===== config.mk =====
export PLATFORM = sky130hd
export DESIGN_NAME = program_loader
export DESIGN_NICKNAME = d
export VERILOG_FILES = /design/src/rtl/program_loader.sv
export SDC_FILE = /design/constraint.sdc
export NUM_CORES = 1
export LEC_CHECK = 0
export ABC_CLOCK_PERIOD_IN_PS = 1510
export CORE_UTILIZATION = 40
export DETAILED_ROUTE_END_ITERATION = 8
export HOLD_SLACK_MARGIN = 0.02
export PLACE_DENSITY = 0.73
export SKIP_CTS_REPAIR_TIMING = 1
export SYNTH_ARGS = -nofsm -noshare
export SYNTH_HDL_FRONTEND = slang
export SYNTH_SLANG_ARGS = --single-unit

===== constraint.sdc =====
create_clock -name clk -period 1.51 [get_ports clk]
set_input_delay 0.2265 -clock clk [delete_from_list [all_inputs] [get_ports clk]]
set_output_delay 0.2265 -clock clk [all_outputs]
set_load 0.01 [all_outputs]

===== src/rtl/program_loader.sv =====
// program_loader: streams a fixed-length program image from a host
// valid/ready interface into a RAM write port, holding the CPU in reset
// until the image is complete.
//
// Optional feature macro: LOADER_CHECKSUM_EN. When defined, one extra
// checksum byte is accepted after the image; the image is accepted only if
// the sum of all image bytes plus the checksum byte is zero modulo
// 2^DATA_WIDTH. Otherwise checksum_err is raised and the CPU stays in reset.
//
// Parameters:
//   DATA_WIDTH  RAM word width
//   ADDR_WIDTH  RAM address width
//   LOAD_LEN    bytes per image (1 .. 2^ADDR_WIDTH)
// Ports:
//   clk, reset      clock, asynchronous active-high reset
//   start           single-cycle load request (honoured in IDLE/DONE only)
//   in_data/in_valid/in_ready  host byte stream handshake
//   ram_we/ram_addr/ram_wdata  registered RAM write port (1-cycle latency)
//   cpu_reset       CPU held in reset while high
//   busy            load in progress
//   done            image loaded, CPU released
//   checksum_err    sticky checksum failure (0 without the macro)
module program_loader #(
  parameter int DATA_WIDTH = 8,
  parameter int ADDR_WIDTH = 4,
  parameter int LOAD_LEN   = 16
) (
  input  logic                  clk,
  input  logic                  reset,
  input  logic                  start,
  input  logic [DATA_WIDTH-1:0] in_data,
  input  logic                  in_valid,
  output logic                  in_ready,
  output logic                  ram_we,
  output logic [ADDR_WIDTH-1:0] ram_addr,
  output logic [DATA_WIDTH-1:0] ram_wdata,
  output logic                  cpu_reset,
  output logic                  busy,
  output logic                  done,
  output logic                  checksum_err
);

`ifdef LOADER_CHECKSUM_EN
  typedef enum logic [1:0] {IDLE, LOAD, CHECK, DONE} state_t;
`else
  typedef enum logic [1:0] {IDLE, LOAD, DONE} state_t;
`endif

  localparam logic [ADDR_WIDTH-1:0] LAST = ADDR_WIDTH'(LOAD_LEN - 1);

  state_t                state, state_next;
  logic [ADDR_WIDTH-1:0] cnt;
  logic                  load_xfer;
  logic                  last_byte;
  logic                  start_ok;

  assign load_xfer = (state == LOAD) && in_valid;
  assign last_byte = (cnt == LAST);
  assign start_ok  = start && ((state == IDLE) || (state == DONE));

`ifdef LOADER_CHECKSUM_EN
  logic [DATA_WIDTH-1:0] sum;
  logic [DATA_WIDTH-1:0] sum_total;
  logic                  check_xfer;
  logic                  err;

  assign check_xfer   = (state == CHECK) && in_valid;
  assign sum_total    = sum + in_data;
  assign checksum_err = err;
`else
  assign checksum_err = 1'b0;
`endif

  always_ff @(posedge clk or posedge reset) begin
    if (reset) state <= IDLE;
    else       state <= state_next;
  end

  always_comb begin
    state_next = state;
    in_ready   = 1'b0;
    cpu_reset  = 1'b1;
    busy       = 1'b0;
    done       = 1'b0;
    case (state)
      IDLE: begin
        if (start) state_next = LOAD;
      end
      LOAD: begin
        in_ready = 1'b1;
        busy     = 1'b1;
        if (load_xfer && last_byte) begin
`ifdef LOADER_CHECKSUM_EN
          state_next = CHECK;
`else
          state_next = DONE;
`endif
        end
      end
`ifdef LOADER_CHECKSUM_EN
      CHECK: begin
        in_ready = 1'b1;
        busy     = 1'b1;
        if (check_xfer) state_next = (sum_total == '0) ? DONE : IDLE;
      end
`endif
      DONE: begin
        cpu_reset = 1'b0;
        done      = 1'b1;
        if (start) state_next = LOAD;
      end
      default: state_next = IDLE;
    endcase
  end

  // Write port is registered: a transfer on this edge shows up as a
  // one-cycle ram_we pulse carrying the pre-increment address.
  always_ff @(posedge clk or posedge reset) begin
    if (reset) begin
      cnt       <= '0;
      ram_we    <= 1'b0;
      ram_addr  <= '0;
      ram_wdata <= '0;
    end else begin
      ram_we <= 1'b0;
      if (start_ok) cnt <= '0;
      if (load_xfer) begin
        ram_we    <= 1'b1;
        ram_addr  <= cnt;
        ram_wdata <= in_data;
        cnt       <= last_byte ? '0 : cnt + ADDR_WIDTH'(1);
      end
    end
  end

`ifdef LOADER_CHECKSUM_EN
  always_ff @(posedge clk or posedge reset) begin
    if (reset) begin
      sum <= '0;
      err <= 1'b0;
    end else begin
      if (start_ok) begin
        sum <= '0;
        err <= 1'b0;
      end else begin
        if (load_xfer) sum <= sum_total;
        if (check_xfer && (sum_total != '0)) err <= 1'b1;
      end
    end
  end
`endif

endmodule


==> flow_summary_export.csv, run 1 <==
group,metric,value,unit
finish,drive_gt1_share,8.26,%
clock_network,cts_tree,"done",
floorplan,num_io_pins,30,
worst_setup_path,crit_path_top_delay_cell,"clkdlybuf4s50_1",
floorplan,die_y,47.0,microns
power_and_ir_drop,ir_drop,0.983,mV
clock_network,cts_max_path_buffers,2,
clock_network,numCtsBuffers,3,
global_route,grt_pass1_vias,599,
clock_network,cts.sinks,19,
finish,fillers,151,
sta,rsz0062_at_grt,"false",
placed_design,io_buffers,28,
route,avgRoutedWirePerCell,10.8,microns
sta,min_period_over_period,94.2,%
global_route,grt_first_pass_wirelength,2510,microns
global_route,grt_busiest_layer,"met2",
route,vias_per_cell,4.55,
power_and_ir_drop,p_leak,0.000603,uW
logic_synthesis,syn_nets,101,
worst_setup_path,critPathMaxStageDelay,0.55,ns
global_route,use_met3,3.85,%
min_path,hold_path_class,"input port to asynchronous set/reset pin",
sta,slew_viol_final,0,
global_route,grt_antenna_before_repair,0,
sta,post-route-min-period,1.42,ns
floorplan,fp.coreArea,1800,sq um
run,maxCapViolCount,0,
logic_synthesis,syn_inst,88,
logic_synthesis,seq_area_frac_synth,58.8,%
worst_setup_path,path_buf_inv,1,
global_route,grt_overflow,0,
route,firstDrtPassIters,4,
placed_design,dp.cells,142,
clock_network,clk-insertion-delay-late,0.28,ns
sta,finClkSkew,0.00275,ns
clock_network,htreeDepth,1,
finish,diodes,0,
logic_synthesis,synth-seq-cells,19,
sta,setup_violations,0,
logic_synthesis,synth_cell_types,21,
floorplan,die_area,2200,sq um
floorplan,die_w,47.0,microns
clock_network,cts-root-buf,"clkbuf_4",
finish,final_common_cell,"nand2_1",
finish,fin_cells,146,
worst_setup_path,worstPathArrival,1.20,ns
worst_setup_path,crit_path_max_fanout,2,
finish,seq_area,475,sq um
worst_setup_path,worstPathRequired,1.28,ns
global_route,met1_usage,20.2,%
worst_setup_path,cp_cell_sequence,"clkdlybuf4s50_1",
placed_design,post-dp-hpwl,1210,microns
sta,fin_setup_tns,0,ns
worst_setup_path,crit_path_end_kind,"output pin",
finish,mostFrequentLayoutCells,"42 x nand2_1, 24 x clkdlybuf4s50_1, 19 x dfrtp_1",
route,drc,0,
route,drt-total-wl,1580,microns
floorplan,initial_core_util,44.9,%
clock_network,path_clk_slew,0.10,ns
global_route,grtUsageMet2,28.1,%
worst_setup_path,critPathTopFamily,"buffers and inverters",
worst_setup_path,critPathLaunchType,"flip-flop",
finish,post-route-util,65.1,%
floorplan,placementRows,15,
route,via_count,664,
global_route,grt.total_usage,16.3,%
finish,fin_nets,135,
route,first_iter_violations,8,
route,ant_nets,0,
global_route,grt_max_degree,20,
logic_synthesis,synth_warnings,0,
run_status,status,"finished, final reports clean",
logic_synthesis,postSynthAreaPerCell,9.18,sq um
finish,area_growth,45.0,%
worst_setup_path,crit_type,"flip-flop to output pin",
sta,fmax,703,MHz
placed_design,gp_congestion,0.747,
sta,hold_viol,0,
logic_synthesis,synthesis.area,808,sq um
power_and_ir_drop,p_per_area,1490,nW/um^2
finish,multi_input_comb_area,297,sq um
## cells in the mapped netlist, drive strengths merged
cell | n | area, sq um
nand2 | 42 | 158
dfrtp | 19 | 475
inv | 4 | 15.0
nand3 | 4 | 20.0
buf | 3 | 20.0
o21ai | 2 | 10.0
a21oi | 1 | 5.00
and2b | 1 | 7.51
and3 | 1 | 6.26
clkbuf | 1 | 3.75
conb | 1 | 3.75
ha | 1 | 12.5
mux2i | 1 | 10.0
nand2b | 1 | 6.26
nand3b | 1 | 20.0
nand4 | 1 | 6.26
nor2b | 1 | 6.26
o211ai | 1 | 7.51
o31ai | 1 | 7.51
or4 | 1 | 7.51
## layout make-up
class | instances | share of cell area, %
well taps | 25 | 2.67
repair buffers | 33 | 28.0
multi-input cells | 61 | 25.3
inverters | 4 | 1.28
clock buffers | 4 | 2.24
flip-flops and latches | 19 | 40.6
## flip-flops by register name, summed over array words and instances, names as in the netlist
| signal | cells |
|---|---|
| cnt | 4 |
| ram_addr | 4 |
| ram_wdata | 8 |
| ram_we | 1 |
| state | 2 |
## routing by layer
| layer | vias up | part of all wire [%] |
|---|---|---|
| met3 | 2 | 4.6 |
| met1 | 300 | 46 |
| met4 | 0 | 0.38 |
| met5 | - | 0 |
| li1 | 342 | - |
| met2 | 20 | 49 |
## through the flow
step	setup WS (ns)	hold slack (ns)	power, uW	instance area, sq um
2_1_floorplan	0.342	0.178	1140	808
3_3_place_gp	0.0540	0.456	1500	1130
3_5_place_dp	0.0294	0.462	1520	1130
4_1_cts	-0.255	0.238	1770	1160
5_1_grt	0.0363	0.266	1890	1170
6_report	0.0873	0.243	1750	1170
## power by group
group / switching [uW] / leakage, uW / internal [uW] / total, uW
clock: 143 / 0.0000150 / 103 / 246
sequential: 129 / 0.000234 / 679 / 808
combinational: 309 / 0.000353 / 384 / 694
total: 581 / 0.000603 / 1170 / 1750
## worst min-delay path, delay by kind of cell
family,cells,cell delay [ns]
buffers and inverters,3,0.69
## cell families after synthesis
group	share of synthesized area (%)
DFF	58.8
and+or+nand+nor	29.4
AOI/OAI and AO/OA	3.72
adders and majority gates	1.55
other	0.464
muxes	1.24
buffers and inverters	4.80
## worst paths after layout
check / slack (ns) / depth (start not counted) / end / from
setup / recovery: 0.09 / 1 / ram_wdata[6] / ram_wdata[6]
hold / removal: 0.24 / 3 / cnt[3] / reset
setup reg to reg: 0.31 / 3 / cnt[0] / cnt[0]
max in group asynchronous: 1.07 / 3 / cnt[0] / reset
min in group clk: 0.46 / 3 / ram_wdata[7] / in_data[7]
hold reg to reg: 0.49 / 2 / ram_wdata[1] / ram_wdata[1]
Power figures use the tool's default switching activity.
==> run 2, diff against run 1 <==
--- a/config.mk
+++ b/config.mk
@@ -11,6 +11,7 @@
 export HOLD_SLACK_MARGIN = 0.02
 export PLACE_DENSITY = 0.73
 export SKIP_CTS_REPAIR_TIMING = 1
+export SLEW_MARGIN = 20
 export SYNTH_ARGS = -nofsm -noshare
 export SYNTH_HDL_FRONTEND = slang
 export SYNTH_SLANG_ARGS = --single-unit
==> results of run 2 <==
No change in the layout: final DEF, timing and power equal those of run 1.
